`src/rtl/ram_port_arbiter.sv`:
```
// rtl/ram_port_arbiter.sv - shares one single-ported RAM between instruction-fetch and data requesters
//
// Ports:
//   CLK, nRST                 clock, synchronous active-low reset
//   iREN, iaddr               instruction read request and word address
//   iwait, iload              low for the completing cycle of a fetch; fetched word (0 while iwait high)
//   dREN, dWEN, daddr, dstore data read/write request (write wins), address, write data
//   dwait, dload              low for the completing cycle of a data access; read word (0 while dwait high)
//   ramREN, ramWEN, ramaddr,
//   ramstore                  RAM request side
//   ramload, ramstate         RAM read data and status (0 FREE, 1 BUSY, 2 ACCESS, 3 ERROR)
//   arb_err                   one-cycle pulse when a grant is aborted by ERROR (or timeout)
//
// Optional feature: define ARB_TIMEOUT_EN to abort grants that see no ACCESS
// within TIMEOUT cycles. Without it a grant waits indefinitely.
module ram_port_arbiter #(
  parameter int STREAK_MAX = 4,
  parameter int TIMEOUT    = 64
) (
  input  logic        CLK,
  input  logic        nRST,
  input  logic        iREN,
  input  logic [31:0] iaddr,
  output logic        iwait,
  output logic [31:0] iload,
  input  logic        dREN,
  input  logic        dWEN,
  input  logic [31:0] daddr,
  input  logic [31:0] dstore,
  output logic        dwait,
  output logic [31:0] dload,
  output logic        ramREN,
  output logic        ramWEN,
  output logic [31:0] ramaddr,
  output logic [31:0] ramstore,
  input  logic [31:0] ramload,
  input  logic [1:0]  ramstate,
  output logic        arb_err
);

  localparam logic [1:0] RAM_ACCESS = 2'd2;
  localparam logic [1:0] RAM_ERROR  = 2'd3;

  localparam int SW = $clog2(STREAK_MAX + 1);
  localparam logic [SW-1:0] STREAK_TOP = SW'(STREAK_MAX);

  typedef enum logic [1:0] {
    IDLE = 2'd0,
    IGNT = 2'd1,
    DGNT = 2'd2
  } state_t;

  state_t        state_q, state_d;
  logic [SW-1:0] streak_q, streak_d;
  logic          timeout;

`ifdef ARB_TIMEOUT_EN
  localparam int TW = (TIMEOUT > 1) ? $clog2(TIMEOUT) : 1;
  logic [TW-1:0] timer_q, timer_d;

  assign timeout = (timer_q == TW'(TIMEOUT - 1));

  // Counts consecutive cycles spent in one grant; any state change restarts it.
  always_comb begin
    timer_d = '0;
    if (state_d == state_q && state_q != IDLE) begin
      timer_d = timer_q + 1'b1;
    end
  end
`else
  assign timeout = 1'b0;
`endif

  always_comb begin
    state_d  = state_q;
    streak_d = streak_q;
    iwait    = 1'b1;
    iload    = '0;
    dwait    = 1'b1;
    dload    = '0;
    ramREN   = 1'b0;
    ramWEN   = 1'b0;
    ramaddr  = '0;
    ramstore = '0;
    arb_err  = 1'b0;

    case (state_q)
      IDLE: begin
        // The streak only matters while a fetch is actually waiting.
        if (!iREN) begin
          streak_d = '0;
        end
        if (dREN || dWEN) begin
          state_d = (streak_q == STREAK_TOP && iREN) ? IGNT : DGNT;
        end else if (iREN) begin
          state_d = IGNT;
        end
      end

      IGNT: begin
        // Enable follows the request so a dropped fetch releases the RAM at once.
        ramREN  = iREN;
        ramaddr = iaddr;
        if (!iREN) begin
          state_d = IDLE;
        end else if (ramstate == RAM_ACCESS) begin
          iwait    = 1'b0;
          iload    = ramload;
          streak_d = '0;
          state_d  = IDLE;
        end else if (ramstate == RAM_ERROR || timeout) begin
          arb_err = 1'b1;
          state_d = IDLE;
        end
      end

      DGNT: begin
        ramWEN   = dWEN;
        ramREN   = dREN & ~dWEN;
        ramaddr  = daddr;
        ramstore = dstore;
        if (!(dREN || dWEN)) begin
          state_d = IDLE;
        end else if (ramstate == RAM_ACCESS) begin
          dwait   = 1'b0;
          dload   = ramload;
          state_d = IDLE;
          if (iREN && streak_q != STREAK_TOP) begin
            streak_d = streak_q + 1'b1;
          end
        end else if (ramstate == RAM_ERROR || timeout) begin
          arb_err = 1'b1;
          state_d = IDLE;
        end
      end

      default: state_d = IDLE;
    endcase
  end

  always_ff @(posedge CLK) begin
    if (!nRST) begin
      state_q  <= IDLE;
      streak_q <= '0;
`ifdef ARB_TIMEOUT_EN
      timer_q  <= '0;
`endif
    end else begin
      state_q  <= state_d;
      streak_q <= streak_d;
`ifdef ARB_TIMEOUT_EN
      timer_q  <= timer_d;
`endif
    end
  end

endmodule

```
`config.mk`:
```
export PLATFORM = sky130hd
export DESIGN_NAME = ram_port_arbiter
export DESIGN_NICKNAME = d
export VERILOG_FILES = /design/src/rtl/ram_port_arbiter.sv
export SDC_FILE = /design/constraint.sdc
export NUM_CORES = 1
export LEC_CHECK = 0
export CORE_AREA = 4 4 101 103
export DETAILED_ROUTE_END_ITERATION = 6
export DIE_AREA = 0 0 105 107
export PLACE_DENSITY_LB_ADDON = 0.2
export SLEW_MARGIN = 20
export SYNTH_ARGS = -nofsm -noshare
export SYNTH_HDL_FRONTEND = slang
export SYNTH_SLANG_ARGS = --single-unit
```
`constraint.sdc`:
```
create_clock -name CLK -period 2.4 [get_ports CLK]
set_input_delay 0.48 -clock CLK [delete_from_list [all_inputs] [get_ports CLK]]
set_output_delay 0.48 -clock CLK [all_outputs]
set_load 0.02 [all_outputs]
```
# After elaboration in Yosys (flattened, before gate mapping)
# Index checks and enable logic that the tools add are counted.
# classes
multipliers	0
n_addsub	1
n_div	0
bitwise	2
mux	34
n_reduce_logical	6
shifts	0
magnitude_cmp	0
n_eq_ne	13
# op_table
op	n
2-to-1 mux 32 bit	6
case mux 32 bit (2 select lines)	1
2-to-1 mux 3 bit	6
2-to-1 mux 2 bit	7
!= test 2 bit (second input constant)	6
2-to-1 mux 1 bit	10
case mux 3 bit (3 select lines)	1
AND reduction 7 bit	1
== test 2 bit (second input constant)	3
!= test 3 bit (second input constant)	2
case mux 2 bit (3 select lines)	1
case mux 1 bit (2 select lines)	2
adder 3 x 1 -> 3 bit (second input constant)	1
== test 3 bit (second input constant)	1
nonzero test 3 bit	1
== test 2 x 1 -> 1 bit (second input constant)	1
logical AND 1 bit	2
zero test 2 bit	1
AND 1 bit	1
logical OR 1 bit	1
NOT 1 bit	1
# word_totals
regBits	5
out_inout_bits	133
in_bits	135
ram_bits	0
latch_bits	0
wordCells	58
mem_bits_ro	0
memories	0

# Longest topological paths before layout
# Gate-level depths: netlist (run 1).
# logic_depth
word_depth	6
ltp_mapped	7
ltp_nobuf	6

# Worst setup path before layout (run 1)
# Ideal clock, no wire load.
# synth_timing
path_type	reg2out
from	register state_q[0]
to	output port ramaddr[10]
setup_slack_ns	0.212
arrival_ns	1.708
path_buffers	3
path_stages_with_launch	8
required_ns	1.920
cell_sequence	dfxtp_1 > inv_1 > ha_1 > clkbuf_1 > clkbuf_1 > clkbuf_1 > a22oi_1 > nor2b_1
# synth_between
elab_chain_cells	2
word_cells_on_any_way	3
cone_classes	eq/ne (2); mux (1)
# synth_rtl
item	line	text
from (decl)	53	state_t state_q, state_d;
from (signal assigned)	149	state_q <= state_d;
== test 2 bit / == test 2 x 1 -> 1 bit (equally long branches)	87	case (state_q)
case mux 32 bit (2 select lines) (*)	87	
to (decl)	34	output logic [31:0] ramaddr,
# Every way passes the cells marked *; elsewhere a longest branch is shown, timed or not.

# Final worst setup path (run 1)
# layout_timing
from	input port ramstate[1]
to	output port iload[10]
# layout_between
elab_chain_cells	4
# layout_rtl
item	line	text
from (decl)	37	input logic [1:0] ramstate,
== test 2 bit	106	end else if (ramstate == RAM_ACCESS) begin
2-to-1 mux 32 bit	106	
2-to-1 mux 32 bit	104	if (!iREN) begin
2-to-1 mux 32 bit	87	
to (decl)	25	output logic [31:0] iload,
# Every way passes these cells.

==> impl_metrics.toml, run 1 <==
[setup_path]
timing.rr.start = "state_q[1]$_SDFFE_PN0P_"
crit_fanout = 33
worst_ep_required_time_ps = 1920
rr_worst_depth = 6
end_kind = "output pin"
setup.worst_path.end = "iload[10]"
cp.arrival_ps = 1850
critical_path_class = "input port to output pin"
reg2reg_setup_slack_ps = 480
cp-start-kind = "input port"
crit_start = "ramstate[1]"
reg2reg_to = "streak_q[2]$_SDFFE_PN0P_"

[synth]
synth-xor-area-share = 0
synthAdderAreaFrac = 0.04736
avgSynthCellArea_um2 = 6.551
synthCells = 242
synth.top_cell.area_share = 0.2605
yosysSeqAreaShare = 0.06314
synth-seq-cells = 5
synth_compound_area_frac = 0.2415
synth_area_leaders = "and2_1 (26%), a22oi_1 (15%), nor2b_1 (13%)"
synth_cell_types = 31
synth_top_family_by_area = "simple AND/OR/NAND/NOR gates"
syn-num-nets = 383
synth_mux_area_frac = 0
netlist_area_mm2 = 0.001585
synthSimpleGateAreaFrac = 0.5699
synth.largest_area_cell = "and2_1"
ys_warn_count = 0

[global_routing]
grt_first_pass_wirelength_mm = 15.32
grt_antenna_before_repair = 0
grt_overflow = 0
grt_usage = 0.1692
grt_max_degree = 42
grt_pass1_vias = 2819

[cts]
cts-buffers-inserted = 3
hold_buffers = 0
cts_root_buf = "clkbuf_8"
cts_setup_buffers = 0
clk_latency_ps = 230
clkTransAtPathRegs_ps = 40
cts_tree = "built"
h-tree-depth = 1
clk_path_buf_depth = 2
cts.sink_count = 5

[sta]
finalCriticalPeriod_ps = 2329
slew_headroom = 0.7403
hold_viol = 0
max_freq_mhz = 429.3
tightestPinTransition_ps = 389.5
setup_viol = 0
finalCritPeriodShare = 0.9705
fin_skew_ps = 1.519
drv_slew = 0
rsz0062_at_grt = "yes"
hold_ws_ps = 501.7

[drt]
wl_per_cell_um = 17.11
detail_route.iter0.violations = 72
drt_wl_total_mm = 10.59
viasPerCell = 4.536
vias = 2808
ant_nets = 0
drtPass1Iterations = 4
drc = 0

[cells_and_area]
area_growth_pct = 192.2
fin_area_mm2 = 0.004632
layout_commonest_cell = "clkdlybuf4s50_1"
register_area_um2 = 100.1
multi_input_area_mm2 = 0.001394
final_util = 0.5037
fillers = 894
mostFrequentLayoutCells = "clkdlybuf4s50_1 (133), and2_1 (66), clkdlybuf4s15_2 (47)"
num-nets-final = 650
drive_above_1_share = 0.1929
n_antenna_cell = 0

[placement]
routabilityCongestion = 0.8618
place_hpwl_mm = 8.712
port_buffers = 267
dpl_cell_area_mm2 = 0.004514

[pwr]
powerDensity_mw_per_mm2 = 230.7
ir_drop_v = 0.00009835
p_leak_nw = 2.458
p_total_mw = 1.069

[floorplan]
die_h_um = 107
core_mm2 = 0.009196
num_rows = 35
start_util = 0.1724
dieArea_mm2 = 0.01124
ioPinCount = 268
die_width_um = 105

[min_path]
hp-class = "register to register"

[run]
maxCapViolCount = 0

[status]
status = "completed"
==> critical path, cell delays in order <==
cell,delay (ps)
clkdlybuf4s50_1,530
nand2b_4,90
nor2_2,160
buf_12,180
and2_1,150
clkdlybuf4s15_2,260
==> cell type report <==
cell class,count,area share
Multi-Input combinational cell,205,0.3009
Tap cell,111,0.02998
Clock buffer,4,0.009724
Inverter,7,0.005673
Timing Repair Buffer,287,0.6321
Sequential cell,5,0.02161
==> per-stage QoR <==
stage,TNS [ps],setup WS [ps],cells
2_1_floorplan,0,212.4,242
3_3_place_gp,-20570,-375.9,614
3_5_place_dp,-21690,-379.0,614
4_1_cts,-1690,-141.4,619
5_1_grt,-3.091,-3.091,619
6_report,0,70.76,619
==> routing by layer <==
metal / up-vias / wire length (µm) / GRT usage / part of all wire
li1: 1369 / - / - / -
met1: 1266 / 3880 / 0.1706 / 0.37
met2: 164 / 5519 / 0.3387 / 0.52
met3: 9 / 1055 / 0.05178 / 0.10
met4: 0 / 136 / 0.03468 / 0.013
met5: - / 0 / 0 / 0
==> where the power goes <==
group	internal (mW)	leakage, nW	switching, mW
clock	0.115	0.0228	0.0485
sequential	0.0892	0.0408	0.00633
combinational	0.458	2.39	0.352
total	0.661	2.46	0.407
==> Yosys cell counts <==
library cell  instances
inv_1                 7
a22oi_1              32
a21o_1                1
a31oi_1               1
a211oi_1              1
o31a_1                1
nand2b_1              1
a221oi_1              1
a221o_1               1
nand3b_1              2
nor3_1                3
or2b_1                1
o21ai_0               3
or4_1                 1
a21bo_2               1
nand3_1               2
a31o_2                1
o21a_1                1
nor2_1                3
ha_1                  6
nand2_1               3
o31ai_1               2
a32o_1                1
a21oi_1               4
and3_1               32
dfxtp_1               5
and2_1               66
nor2b_1              33
clkbuf_1             24
a21boi_0              1
buf_4                 1
==> worst min path at each step <==
stage / from / endpoint / slack, ps / cells after the start
global route: streak_q[0]$_SDFFE_PN0P_ / streak_q[0]$_SDFFE_PN0P_ / 510 / 2
finish: streak_q[2]$_SDFFE_PN0P_ / streak_q[2]$_SDFFE_PN0P_ / 500 / 2
global placement: streak_q[0]$_SDFFE_PN0P_ / streak_q[0]$_SDFFE_PN0P_ / 480 / 2
floorplan: streak_q[2]$_SDFFE_PN0P_ / streak_q[2]$_SDFFE_PN0P_ / 470 / 2
CTS: streak_q[0]$_SDFFE_PN0P_ / streak_q[0]$_SDFFE_PN0P_ / 500 / 2
detailed placement: streak_q[0]$_SDFFE_PN0P_ / streak_q[0]$_SDFFE_PN0P_ / 490 / 2
==> flip-flops by register name (all words and copies together) (netlist names) <==
name and flops:
state_q 2, streak_q 3
==> timing repair <==
| action | CTS | global route |
|---|---|---|
| gates resized for setup | 246 | 49 |
| endpoints found under the hold margin | 0 | 0 |
| pin swaps | 1 | 1 |
| endpoints found under the setup margin | 131 | 98 |
| cloned | 1 | 0 |
==> cell families (layout without fill, tap and decap cells) <==
family                   after synthesis  after routing
AO/OA/AOI/OAI                         52             52
adder cells (fa/ha/maj)                6              6
AND/OR/NAND/NOR                      147            147
flip-flops                             5              5
buffers and inverters                 32            298
Note: power is estimated with default switching activity, not from simulation.
==> inputs of run 2 (changes only) <==
--- a/config.mk
+++ b/config.mk
@@ -13,3 +13,4 @@
 export SYNTH_ARGS = -nofsm -noshare
 export SYNTH_HDL_FRONTEND = slang
 export SYNTH_SLANG_ARGS = --single-unit
+export TNS_END_PERCENT = 30
==> run 2 against run 1 <==
Count of clock-buffer cells in the layout stayed put. Clock skew barely moved. Total power is 0.87% lower. Wire length down 1.4%. Final area is 4.1% lower. Maximum frequency fell by 1.7%. Setup slack got worse by 40 ps. Via count decreased by 1.3%. Sequential power is essentially flat. Combinational power fell by 1%. Largest power group unchanged. Highest routed layer unchanged.
==> impl_metrics.toml, run 2 (synthesis gave the netlist of run 1 again) <==
[status]
status = "completed"

[cells_and_area]
drive_above_1_share = 0.1913
n_antenna_cell = 0
num-nets-final = 649
fillers = 915
stdcell_count = 618
layout_commonest_cell = "clkdlybuf4s50_1"
area_growth_pct = 180.1
largest_reg_flops = 3
reg_top3 = "streak_q: 3 flops, state_q: 2 flops"
mostFrequentLayoutCells = "clkdlybuf4s50_1 (133), and2_1 (66), clkbuf_2 (43)"
final_util = 0.4829
top_register = "streak_q"

[sta]
max_freq_mhz = 422.1
hold_viol = 0
finalCritPeriodShare = 0.9872
finalCriticalPeriod_ps = 2369
hold_ws_ps = 501.9
drv_slew = 0
fin_skew_ps = 1.414
finalSetupTns_ps = 0
slew_headroom = 0.7403
setup_viol = 0
tightestPinTransition_ps = 389.5
rsz0062_at_grt = "yes"

[global_routing]
grt_usage = 0.1645
grt_overflow = 0
grt_first_pass_wirelength_mm = 14.87
grt_pass1_vias = 2745
grt_antenna_before_repair = 0
grt_max_degree = 42

[drt]
ant_nets = 0
viasPerCell = 4.484
wl_per_cell_um = 16.90
drt_wl_total_mm = 10.45
drc = 0
detail_route.iter0.violations = 61
drtPass1Iterations = 4
vias = 2771

[setup_path]
crit_fanout = 33
rr_worst_depth = 6
critPathTopFamily = "buffers and inverters"
end_kind = "output pin"
reg2reg_to = "streak_q[2]$_SDFFE_PN0P_"
cp.arrival_ps = 1890
timing.rr.start = "state_q[1]$_SDFFE_PN0P_"
slowest_stage = "clkdlybuf4s50_1"
cp_slowest_stage_delay_ps = 530
cp.depth = 7
reg2reg_setup_slack_ps = 480
crit_start = "ramstate[1]"
cp.buffers_inverters = 4
critical_path_class = "input port to output pin"
cp_cell_sequence = "clkdlybuf4s50_1 > nand2b_4 > nor2_2 > buf_12 > and2_1 > inv_1 > dlygate4sd2_1"
worst_ep_required_time_ps = 1920
cp-start-kind = "input port"

[floorplan]
die_width_um = 105
core_mm2 = 0.009196
die_h_um = 107
ioPinCount = 268
dieArea_mm2 = 0.01124
num_rows = 35
start_util = 0.1724

[cts]
cts_tree = "built"
clk_latency_ps = 230
cts_root_buf = "clkbuf_8"
h-tree-depth = 1
cts.sink_count = 5
cts-buffers-inserted = 3
clk_path_buf_depth = 2
clkTransAtPathRegs_ps = 40
hold_buffers = 0

[min_path]
worstHoldStart = "streak_q[2]$_SDFFE_PN0P_"
min_path_cells = 2
hp-class = "register to register"
holdPathEnd = "streak_q[2]$_SDFFE_PN0P_"

[run]
maxCapViolCount = 0

[placement]
port_buffers = 267
place_hpwl_mm = 8.712
dp.cells = 614
routabilityCongestion = 0.8618

[pwr]
powerDensity_mw_per_mm2 = 238.6
ir_drop_v = 0.00009760
p_leak_nw = 2.447
run 2: cell types whose count changed in the layout (fill, tap and decap cells not counted):
cell / change
buf_2: -14
buf_4: -1
bufbuf_16: -1
clkbuf_2: +39
clkdlybuf4s15_1: -1
clkdlybuf4s15_2: -24
dlygate4sd2_1: +1
nor2_2: +1
nor2_4: -1
run 2: cell type report:
class,count,area (µm²),share of cell area
clock buffers,4,45.04,0.01014
repair buffers,286,2741,0.6174
inverters,7,26.28,0.005917
well taps,111,138.9,0.03128
flip-flops and latches,5,100.1,0.02254
multi-input cells,205,1389,0.3128
run 2: metrics by stage:
stage / setup slack, ps / power [mW] / cell area, µm²
final: 30.78 / 1.059 / 4441
after global routing: -25.45 / 1.120 / 4441
after CTS: -141.4 / 1.072 / 4541
after detailed placement: -379.0 / 0.9338 / 4514
after global placement: -375.9 / 0.9253 / 4514
after floorplan: 212.4 / 0.4311 / 1585
run 2: worst min-delay path: stages, from the launching register on:
cell     delay (ps)
dfxtp_1         330
o31ai_1          70
a21oi_1          50
run 2: how the worst max path moves through the flow:
stage / to / slack [ps]
floorplan: ramaddr[10] / 210
global placement: dload[25] / -380
detailed placement: dload[25] / -380
CTS: ramaddr[22] / -140
global route: dwait / -30
finish: dwait / 30
run 2: power by group:
group	total, mW	switching [mW]	internal, mW	leakage [nW]
logic	0.801	0.351	0.450	2.38
clock network	0.163	0.0480	0.115	0.0228
registers	0.0955	0.00633	0.0892	0.0408
run 2: what timing repair did:
action | CTS | global route
resized for setup | 184 | 92
pin swaps | 0 | 0
setup endpoints to repair | 131 | 97
hold endpoints to repair | 0 | 0
setup buffers | 0 | 0
run 2: routing by layer:
metal | track usage | vias to the layer above | part of all wire
li1 | - | 1365 | -
met1 | 0.1674 | 1237 | 0.38
met2 | 0.3313 | 163 | 0.52
met3 | 0.04756 | 6 | 0.090
met4 | 0.02999 | 0 | 0.0078
met5 | 0 | - | 0
==> inputs of run 3 (changes only) <==
--- a/config.mk
+++ b/config.mk
@@ -5,10 +5,11 @@
 export SDC_FILE = /design/constraint.sdc
 export NUM_CORES = 1
 export LEC_CHECK = 0
+export ABC_CLOCK_PERIOD_IN_PS = 2400
 export CORE_AREA = 4 4 101 103
 export DETAILED_ROUTE_END_ITERATION = 6
 export DIE_AREA = 0 0 105 107
-export PLACE_DENSITY_LB_ADDON = 0.2
+export PLACE_DENSITY_LB_ADDON = 0.25
 export SLEW_MARGIN = 20
 export SYNTH_ARGS = -nofsm -noshare
 export SYNTH_HDL_FRONTEND = slang
==> run 3 against run 2 <==
Utilization fell by 1.6 points. First-iteration DRC count is 62% higher. Clock power shrank 4%. Combinational power is essentially flat. Maximum frequency up 1.8%. Register-to-register slack lost 50 ps. Critical path type is now register to output pin. Critical endpoint is now ramstore[29].
==> impl_metrics.toml, run 3 (synthesis gave the netlist of run 1 again) <==
[cts]
h-tree-depth = 1
clkTransAtPathRegs_ps = 40
cts.sink_count = 5
cts_tree = "built"
cts-buffers-inserted = 3
clk_latency_ps = 220
hold_buffers = 0
clk_path_buf_depth = 2
cts_root_buf = "clkbuf_8"

[setup_path]
cp.arrival_ps = 1850
worst_ep_required_time_ps = 1920
reg2reg_setup_slack_ps = 430
rr_worst_depth = 6
crit_start = "state_q[0]$_SDFFE_PN0P_"
cp-start-kind = "register"
crit_fanout = 33
critical_path_class = "register to output pin"
reg2reg_to = "streak_q[2]$_SDFFE_PN0P_"
timing.rr.start = "state_q[1]$_SDFFE_PN0P_"
end_kind = "output pin"

[pwr]
p_total_mw = 1.050
p_leak_nw = 2.034
powerDensity_mw_per_mm2 = 244.5
ir_drop_v = 0.0001073

[cells_and_area]
layout_commonest_cell = "clkdlybuf4s50_1"
n_antenna_cell = 0
area_growth_pct = 171.0
reg_top3 = "streak_q: 3 flops, state_q: 2 flops"
top_register = "streak_q"
mostFrequentLayoutCells = "clkdlybuf4s50_1 (161), and2_1 (66), dlygate4sd2_1 (37)"
stdcell_count = 618
fin_area_mm2 = 0.004297
largest_reg_flops = 3
num-nets-final = 649
drive_above_1_share = 0.1913

[drt]
ant_nets = 0
detail_route.iter0.violations = 99
vias = 2757
viasPerCell = 4.461
drt_wl_total_mm = 10.47
drtPass1Iterations = 4
wl_per_cell_um = 16.95
drc = 0

[floorplan]
num_rows = 35
dieArea_mm2 = 0.01124
core_mm2 = 0.009196
start_util = 0.1724
die_h_um = 107
die_width_um = 105
ioPinCount = 268

[sta]
hold_viol = 0
drv_slew = 0
finalCritPeriodShare = 0.9699
setup_viol = 0
tightestPinTransition_ps = 354.7
fin_skew_ps = 3.058
max_freq_mhz = 429.6
hold_ws_ps = 503.0
finalSetupTns_ps = 0
rsz0062_at_grt = "yes"
finalCriticalPeriod_ps = 2328
slew_headroom = 0.7635

[global_routing]
grt_max_degree = 34
grt_antenna_before_repair = 1
grt_first_pass_wirelength_mm = 15.18
grt_usage = 0.1673
grt_overflow = 0
grt_pass1_vias = 2769

[placement]
port_buffers = 267
place_hpwl_mm = 8.869
routabilityCongestion = 0.8299
dpl_cell_area_mm2 = 0.004494
dp.cells = 613

[min_path]
hp-class = "register to register"
min_path_cells = 2
holdPathEnd = "streak_q[2]$_SDFFE_PN0P_"
worstHoldStart = "streak_q[2]$_SDFFE_PN0P_"

[status]
status = "completed"

[run]
maxCapViolCount = 0
[run 3: worst max-delay path: stages (launching register included)]
cell and delay [ps]:
dfxtp_1 330, inv_1 120, ha_4 220, buf_12 180
and2_1 150, clkdlybuf4s50_1 620
[run 3: stage by stage]
stage | util | setup slack, ps
after floorplan | - | 212.4
final | 0.4672 | 72.23
after CTS | 0.4954 | -55.14
after global placement | 0.4887 | -377.7
after global routing | 0.4672 | -8.577
after detailed placement | 0.4887 | -394.4
[run 3: worst max path at each step]
| stage | end | cells past startpoint |
|---|---|---|
| 2_1_floorplan | ramaddr[10] | 7 |
| 3_3_place_gp | iload[27] | 6 |
| 3_5_place_dp | dload[12] | 6 |
| 4_1_cts | dwait | 7 |
| 5_1_grt | ramaddr[30] | 5 |
| 6_report | ramstore[29] | 5 |
[run 3: timing repair]
action,CTS,global route
endpoints found under the setup margin,108,95
cloned,0,1
hold endpoints to repair,0,0
resized for setup,215,64
buffers inserted,0,0
pin swaps,0,1
[run 3: where the power goes]
group | total [mW] | switching, mW | internal [mW]
Combinational | 0.799 | 0.348 | 0.452
Clock | 0.156 | 0.0420 | 0.114
Sequential | 0.0949 | 0.00581 | 0.0891
Total | 1.05 | 0.395 | 0.655
[run 3: cell type report]
cell class / instances / area [µm²]
Inverter: 7 / 26.28
Tap cell: 111 / 138.9
Sequential cell: 5 / 100.1
Fill cell: 967 / 4900
Clock buffer: 4 / 45.04
Timing Repair Buffer: 286 / 2587
Multi-Input combinational cell: 205 / 1399
[run 3: metal layers]
metal  up-vias  wire [µm]  global-route usage
li1       1368          -                   -
met1      1214       3807              0.1668
met2       163       5292              0.3226
met3        10       1209             0.07285
met4         2        143             0.03093
met5         -         20                   0
